File: config.mk
export PLATFORM = sky130hd
export DESIGN_NAME = pixel_array_controller
export DESIGN_NICKNAME = d
export VERILOG_FILES = /design/src/rtl/pixel_ctrl_pkg.sv /design/src/rtl/pixel_row_scanner.sv /design/src/rtl/pixel_array_controller.sv
export SDC_FILE = /design/constraint.sdc
export NUM_CORES = 1
export LEC_CHECK = 0
export BUFFER_PORTS_ARGS = -buffer_cell sky130_fd_sc_hd__buf_4
export CAP_MARGIN = 30
export CORE_ASPECT_RATIO = 0.9
export CORE_MARGIN = 3
export CORE_UTILIZATION = 50
export DETAILED_ROUTE_END_ITERATION = 6
export GPL_TIMING_DRIVEN = 1
export HOLD_SLACK_MARGIN = 0.08
export PLACE_DENSITY_LB_ADDON = 0.3
export SLEW_MARGIN = 40
export SYNTH_ARGS = -nofsm -noshare
export SYNTH_HDL_FRONTEND = slang
export SYNTH_SLANG_ARGS = --single-unit
File: constraint.sdc
create_clock -name clk -period 3.2 [get_ports clk]
set_input_delay 0.32 -clock clk [delete_from_list [all_inputs] [get_ports clk]]
set_output_delay 0.32 -clock clk [all_outputs]
set_load 0.005 [all_outputs]
File: src/rtl/pixel_ctrl_pkg.sv
// Shared types and defaults for the pixel array frame sequencer, its row scanner and the benches.
package pixel_ctrl_pkg;

  typedef enum logic [2:0] {
    StIdle,
    StPwrup,
    StErase,
    StExpose,
    StConvert,
    StReadout
  } pixel_state_e;

  localparam int unsigned PIX_DATA_W   = 8;
  localparam int unsigned PIX_NUM_ROWS = 2;

  function automatic int unsigned max_u(input int unsigned a, input int unsigned b);
    return (a > b) ? a : b;
  endfunction

endpackage

File: src/rtl/pixel_row_scanner.sv
// Readout row walker: one-hot select plus binary index, advanced by the READ_READY handshake.
module pixel_row_scanner
  import pixel_ctrl_pkg::*;
#(
  parameter int unsigned NUM_ROWS = PIX_NUM_ROWS,
  parameter int unsigned ROW_W    = (NUM_ROWS > 1) ? $clog2(NUM_ROWS) : 1
) (
  input  logic                clk,
  input  logic                reset,
  input  logic                load,
  input  logic                read_ready,
  output logic                row_valid,
  output logic [NUM_ROWS-1:0] row_sel,
  output logic [ROW_W-1:0]    row_idx,
  output logic                last_accept
);

  logic                valid_q, valid_d;
  logic [NUM_ROWS-1:0] sel_q, sel_d;
  logic [ROW_W-1:0]    idx_q, idx_d;
  logic                accept;
  logic                at_last;

  assign accept      = valid_q & read_ready;
  assign at_last     = (idx_q == ROW_W'(NUM_ROWS - 1));
  assign last_accept = accept & at_last;

  always_comb begin
    valid_d = valid_q;
    sel_d   = sel_q;
    idx_d   = idx_q;
    if (load) begin
      valid_d = 1'b1;
      sel_d   = NUM_ROWS'(1);
      idx_d   = '0;
    end else if (accept) begin
      if (at_last) begin
        valid_d = 1'b0;
        sel_d   = '0;
        idx_d   = '0;
      end else begin
        sel_d = sel_q << 1;
        idx_d = idx_q + ROW_W'(1);
      end
    end
  end

  always_ff @(posedge clk or negedge reset) begin
    if (!reset) begin
      valid_q <= 1'b0;
      sel_q   <= '0;
      idx_q   <= '0;
    end else begin
      valid_q <= valid_d;
      sel_q   <= sel_d;
      idx_q   <= idx_d;
    end
  end

  assign row_valid = valid_q;
  assign row_sel   = sel_q;
  assign row_idx   = idx_q;

endmodule

File: src/rtl/pixel_array_controller.sv
// Frame sequencer for the pixel array: power-up, erase, exposure, ramp conversion, row readout.
// Optional PIXEL_CTRL_AUTO_RESTART_EN adds CONTINUOUS for back-to-back frames without IDLE.
module pixel_array_controller
  import pixel_ctrl_pkg::*;
#(
  parameter int unsigned NUM_ROWS     = PIX_NUM_ROWS,
  parameter int unsigned ROW_W        = (NUM_ROWS > 1) ? $clog2(NUM_ROWS) : 1,
  parameter int unsigned PWRUP_CYCLES = 4,
  parameter int unsigned ERASE_CYCLES = 5,
  parameter int unsigned EXP_W        = 16,
  parameter int unsigned DATA_W       = PIX_DATA_W
) (
  input  logic                clk,
  input  logic                reset,
  input  logic                START,
  input  logic [EXP_W-1:0]    EXPOSE_TIME,
  input  logic                READ_READY,
`ifdef PIXEL_CTRL_AUTO_RESTART_EN
  input  logic                CONTINUOUS,
`endif
  output logic                POWER_ENABLE,
  output logic                PIXEL_RESET,
  output logic                ERASE,
  output logic                EXPOSE,
  output logic                COUNTER_RESET,
  output logic                COUNTER_EN,
  output logic                WRITE_ENABLE,
  output logic [NUM_ROWS-1:0] ROW_SEL,
  output logic [ROW_W-1:0]    ROW_IDX,
  output logic                ROW_VALID,
  output logic                BUSY,
  output logic                FRAME_DONE
);

  localparam int unsigned CNT_W = max_u(EXP_W, DATA_W + 1);
  // Conversion is one counter-clear cycle followed by 2^DATA_W counting cycles.
  localparam logic [CNT_W-1:0] CONV_LOAD  = CNT_W'(1) << DATA_W;
  localparam logic [CNT_W-1:0] PWRUP_LOAD = CNT_W'(PWRUP_CYCLES - 1);
  localparam logic [CNT_W-1:0] ERASE_LOAD = CNT_W'(ERASE_CYCLES - 1);

  pixel_state_e     state_q, state_d;
  logic [CNT_W-1:0] cnt_q, cnt_d;
  logic [EXP_W-1:0] exp_q, exp_d;
  logic [CNT_W-1:0] expose_load;
  logic             restart;
  logic             scan_load;
  logic             last_accept;

  logic power_q, power_d;
  logic erase_q, erase_d;
  logic expose_q, expose_d;
  logic cnt_reset_q, cnt_reset_d;
  logic cnt_en_q, cnt_en_d;
  logic busy_q, busy_d;
  logic done_q, done_d;

`ifdef PIXEL_CTRL_AUTO_RESTART_EN
  assign restart = CONTINUOUS;
`else
  assign restart = 1'b0;
`endif

  // A zero exposure still gets one EXPOSE cycle.
  assign expose_load = (exp_q == '0) ? '0 : (CNT_W'(exp_q) - CNT_W'(1));
  assign scan_load   = (state_q == StConvert) && (cnt_q == '0);

  always_comb begin
    state_d = state_q;
    cnt_d   = cnt_q;
    exp_d   = exp_q;
    case (state_q)
      StIdle: begin
        if (START) begin
          state_d = StPwrup;
          cnt_d   = PWRUP_LOAD;
          exp_d   = EXPOSE_TIME;
        end
      end
      StPwrup: begin
        if (cnt_q == '0) begin
          state_d = StErase;
          cnt_d   = ERASE_LOAD;
        end else begin
          cnt_d = cnt_q - CNT_W'(1);
        end
      end
      StErase: begin
        if (cnt_q == '0) begin
          state_d = StExpose;
          cnt_d   = expose_load;
        end else begin
          cnt_d = cnt_q - CNT_W'(1);
        end
      end
      StExpose: begin
        if (cnt_q == '0) begin
          state_d = StConvert;
          cnt_d   = CONV_LOAD;
        end else begin
          cnt_d = cnt_q - CNT_W'(1);
        end
      end
      StConvert: begin
        if (cnt_q == '0) begin
          state_d = StReadout;
        end else begin
          cnt_d = cnt_q - CNT_W'(1);
        end
      end
      StReadout: begin
        if (last_accept) begin
          if (restart) begin
            state_d = StErase;
            cnt_d   = ERASE_LOAD;
          end else begin
            state_d = StIdle;
            cnt_d   = '0;
          end
        end
      end
      default: begin
        state_d = StIdle;
        cnt_d   = '0;
      end
    endcase
  end

  // Strobes are decoded from the next state so every output leaves a flop.
  always_comb begin
    power_d     = (state_d != StIdle);
    busy_d      = (state_d != StIdle);
    erase_d     = (state_d == StErase);
    expose_d    = (state_d == StExpose);
    cnt_reset_d = (state_d == StConvert) && (cnt_d == CONV_LOAD);
    cnt_en_d    = (state_d == StConvert) && (cnt_d != CONV_LOAD);
    done_d      = (state_q == StReadout) && last_accept;
  end

  always_ff @(posedge clk or negedge reset) begin
    if (!reset) begin
      state_q     <= StIdle;
      cnt_q       <= '0;
      exp_q       <= '0;
      power_q     <= 1'b0;
      erase_q     <= 1'b0;
      expose_q    <= 1'b0;
      cnt_reset_q <= 1'b0;
      cnt_en_q    <= 1'b0;
      busy_q      <= 1'b0;
      done_q      <= 1'b0;
    end else begin
      state_q     <= state_d;
      cnt_q       <= cnt_d;
      exp_q       <= exp_d;
      power_q     <= power_d;
      erase_q     <= erase_d;
      expose_q    <= expose_d;
      cnt_reset_q <= cnt_reset_d;
      cnt_en_q    <= cnt_en_d;
      busy_q      <= busy_d;
      done_q      <= done_d;
    end
  end

  pixel_row_scanner #(
    .NUM_ROWS (NUM_ROWS),
    .ROW_W    (ROW_W)
  ) u_row_scanner (
    .clk         (clk),
    .reset       (reset),
    .load        (scan_load),
    .read_ready  (READ_READY),
    .row_valid   (ROW_VALID),
    .row_sel     (ROW_SEL),
    .row_idx     (ROW_IDX),
    .last_accept (last_accept)
  );

  assign POWER_ENABLE  = power_q;
  assign PIXEL_RESET   = erase_q;
  assign ERASE         = erase_q;
  assign EXPOSE        = expose_q;
  assign COUNTER_RESET = cnt_reset_q;
  assign COUNTER_EN    = cnt_en_q;
  assign WRITE_ENABLE  = cnt_en_q;
  assign BUSY          = busy_q;
  assign FRAME_DONE    = done_q;

endmodule

==> results by group <==
Run status
  • Status: finished clean

Clock tree
  • Root buf cell: clkbuf_8
  • TritonCTS sink count: 45
  • CTS Buffer Depth: 2
  • Clk slew on worst S/H paths: around 0.090 ns
  • CTS tree: yes
  • Clock Latency Late Sink: 0.31 ns
  • H-tree Lvls: 2
  • Total CTS buffers: 5

Global routing
  • GRT Residual Overflow: 0
  • Largest net degree at the start of global routing: between 40 and 50
  • Tot GR Track Use: between 20% and 30%
  • Initial antenna violation count: 0
  • Vias in the first global route: around 2.4k
  • First-pass GRT wire length: 11800 um

Power
  • Total Power: 0.954 mW
  • Leakage power: roughly 1.5 nW
  • Power per cell area: about 280 nW/um2
  • Worst vdd ir: approximately 0.22 mV

Setup path
  • Setup Crit Path Kind: reg2reg
  • CP arrival: 3.29 ns
  • R2R Path End: COUNTER_EN
  • Worst-path fanout max: 6
  • Startpoint Class: flop
  • CP Data Required Time: between 3 and 4 ns
  • Flop2flop setup slack: approximately 0.11 ns
  • RR Startpoint: cnt_q[14]
  • Critical path capture point type: flop
  • R2r worst-path depth: 10

Synthesis
  • Unique masters post-synth: just over 60
  • Post-synthesis async set-or-reset flop share: between 90% and 100%
  • Mapped Area: 2850 um2
  • Largest family of logic cells by synthesized area: simple AND/OR/NAND/NOR gates
  • Syn_nets: roughly 330
  • Post-Synth XOR/XNOR Area: under 10%
  • Compound-gate portion of the synthesized area: around 19%
  • Post-synth EDFFs: 0
  • Yosys reg bits: 45
  • Ys Warns: 0
  • Ys flop type: dfrtp_1
  • Adder-Cell Fraction of Synth Area: about 1.3%
  • Synth Area in Simple Gates: 24.9%
  • Mux contribution to synthesized area: under 10%
  • Syn avg cell area: 9.36 um2
  • Register area share after synthesis: between 30% and 40%
  • Synth Instances: a little over 300

Placed design
  • GP Congestion: ~0.99
  • Post-DP HPWL: ~5300 um
  • Port Buf Inserts: 32

Timing
  • Max Slew Vio Count: 0
  • Fin crit period: between 3 and 4 ns
  • F_max: between 0.3 and 0.4 GHz
  • Final Hold Fails: 0
  • # setup viols final: 0
  • Slew at the pin closest to its max-slew limit: between 0.5 and 0.6 ns
  • Skew final: approximately 0.008 ns
  • Worst slew margin: between 50% and 60%
  • Final Cycle Share: between 90 and 100%

Min path
  • WHS Path Cells: 3
  • Hold Startpoint: EXPOSE_TIME[1]
  • Hold Crit Class: in2reg
  • Worst Hold Path EP: exp_q[1]

Route
  • Vias per cell: around 6.2
  • DR iter-0 viols: 354
  • Initial DRT Pass Iterations: 5
  • # DRC: 0
  • Routed wire length: 7280 um
  • Routed len/inst: 17.2 um
  • Vias: around 2.6k
  • Routed Antenna Nets: 0

Die
  • Core area: around 5400 um2
  • Number of core rows: 25
  • Initial cell density of the core: between 50% and 60%
  • Ports: 33
  • Die width: approximately 86 um
  • Die Ht: 77.6 um
  • Die area: 6640 um2

Run
  • Max Cap Viol: 0

Cells and area
  • Fraction of layout cells with a size suffix above 1: roughly a quarter
  • Ant diodes: 0
  • Final design utilization: between 60% and 70%
  • Layout area overhead: 19.1%
  • Final nets: between 300 and 400
  • Commonest non-fill, non-tap cell in the layout: buf_4
  • Commonest cells after routing, fill and taps aside: buf_4, dfrtp_1, nand2_1, nor2_1
## critical path: stages (launching register included)
cell and delay, ns:
dfrtp_2 0.46, nor4_4 0.43, and4_4 0.30, inv_2 0.04, ha_1 0.26, o21ai_0 0.07
a32oi_1 0.19, o211ai_1 0.15, or4_1 0.50, or3_1 0.35, o31a_1 0.25
## final cells by class
cell class	instances	area [um2]
fillers	439	1990
multi-input cells	232	1610
flip-flops and latches	45	1130
repair buffers	56	423
well taps	67	83.8
clock buffers	7	76.3
inverters	15	56.3
clock inverters	1	7.51
## repair_timing
action | CTS | global route
resized for setup | 0 | 4
hold buffers | 1 | 0
endpoints found under the hold margin | 45 | 0
setup buffers | 0 | 5
endpoints found under the setup margin | 0 | 2
## through the flow
step | setup slack (ns) | hold WS [ns] | cell area, um2 | setup TNS (ns) | std cells
floorplan | 0.0411 | 0.0244 | 2850 | 0 | 304
global placement | 0.206 | 0.356 | 3240 | 0 | 409
detailed placement | 0.0683 | 0.356 | 3240 | 0 | 409
CTS | 0.0544 | 0.209 | 3340 | 0 | 418
global route | -0.0175 | 0.218 | 3390 | -0.0286 | 423
finish | 0.108 | 0.212 | 3390 | 0 | 423
## worst max-delay path by stage
stage	slack, ns	startpoint	endpoint
global route	-0.02	cnt_q[1]	COUNTER_EN
CTS	0.05	cnt_q[1]	COUNTER_EN
global placement	0.21	cnt_q[12]	COUNTER_EN
floorplan	0.04	cnt_q[0]	COUNTER_EN
detailed placement	0.07	cnt_q[12]	COUNTER_EN
finish	0.11	cnt_q[14]	COUNTER_EN
## flip-flops by register name, indices dropped and copies added, names as in the netlist
| signal | flops |
|---|---|
| state_q | 3 |
| u_row_scanner.row_idx | 1 |
| COUNTER_EN | 1 |
| BUSY | 1 |
| ERASE | 1 |
| cnt_q | 16 |
| FRAME_DONE | 1 |
| u_row_scanner.row_sel | 2 |
| EXPOSE | 1 |
| COUNTER_RESET | 1 |
| exp_q | 16 |
| u_row_scanner.row_valid | 1 |
## power breakdown
group | total (mW) | internal, mW | switching [mW]
Combinational | 0.0302 | 0.0156 | 0.0146
Sequential | 0.568 | 0.568 | 0
Clock | 0.356 | 0.155 | 0.201
Total | 0.954 | 0.738 | 0.216
## synth_stat cells, types with 3 or more instances
cell / count / area (um2)
a211oi_1: 4 / 30.0
a21o_1: 7 / 52.6
a21oi_1: 13 / 65.1
a31oi_1: 5 / 31.3
buf_4: 3 / 22.5
clkbuf_1: 6 / 22.5
dfrtp_1: 45 / 1130
ha_1: 3 / 37.5
inv_1: 13 / 48.8
mux2_2: 14 / 158
nand2_1: 27 / 101
nand2b_1: 4 / 25.0
nand3_1: 8 / 40.0
nand4b_1: 3 / 26.3
nor2_1: 26 / 97.6
nor3_1: 13 / 65.1
nor4_1: 4 / 25.0
nor4_4: 4 / 85.1
o21a_1: 3 / 22.5
o21ai_0: 14 / 70.1
o21ai_1: 4 / 20.0
o21bai_1: 3 / 22.5
o31a_1: 3 / 26.3
o31ai_1: 4 / 30.0
or3_1: 6 / 37.5
or4_1: 4 / 30.0
xnor2_1: 8 / 70.1
xor2_1: 7 / 61.3
## cell families (layout without fill, tap and decap cells)
family | count (synthesis) | count (layout)
simple gates | 119 | 119
compound gates | 80 | 80
flops | 45 | 45
buf+inv | 27 | 79
xor+xnor | 15 | 15
mux | 15 | 15
fa+ha+maj | 3 | 3
## per-layer routing
metal,up-vias,global-route usage (%),wire [um]
li1,1223,-,-
met1,1204,32.7,3190
met2,162,32.4,3150
met3,30,4.67,704
met4,0,8.86,245
met5,-,0,0
No activity file was read; power rests on OpenSTA's default activity.
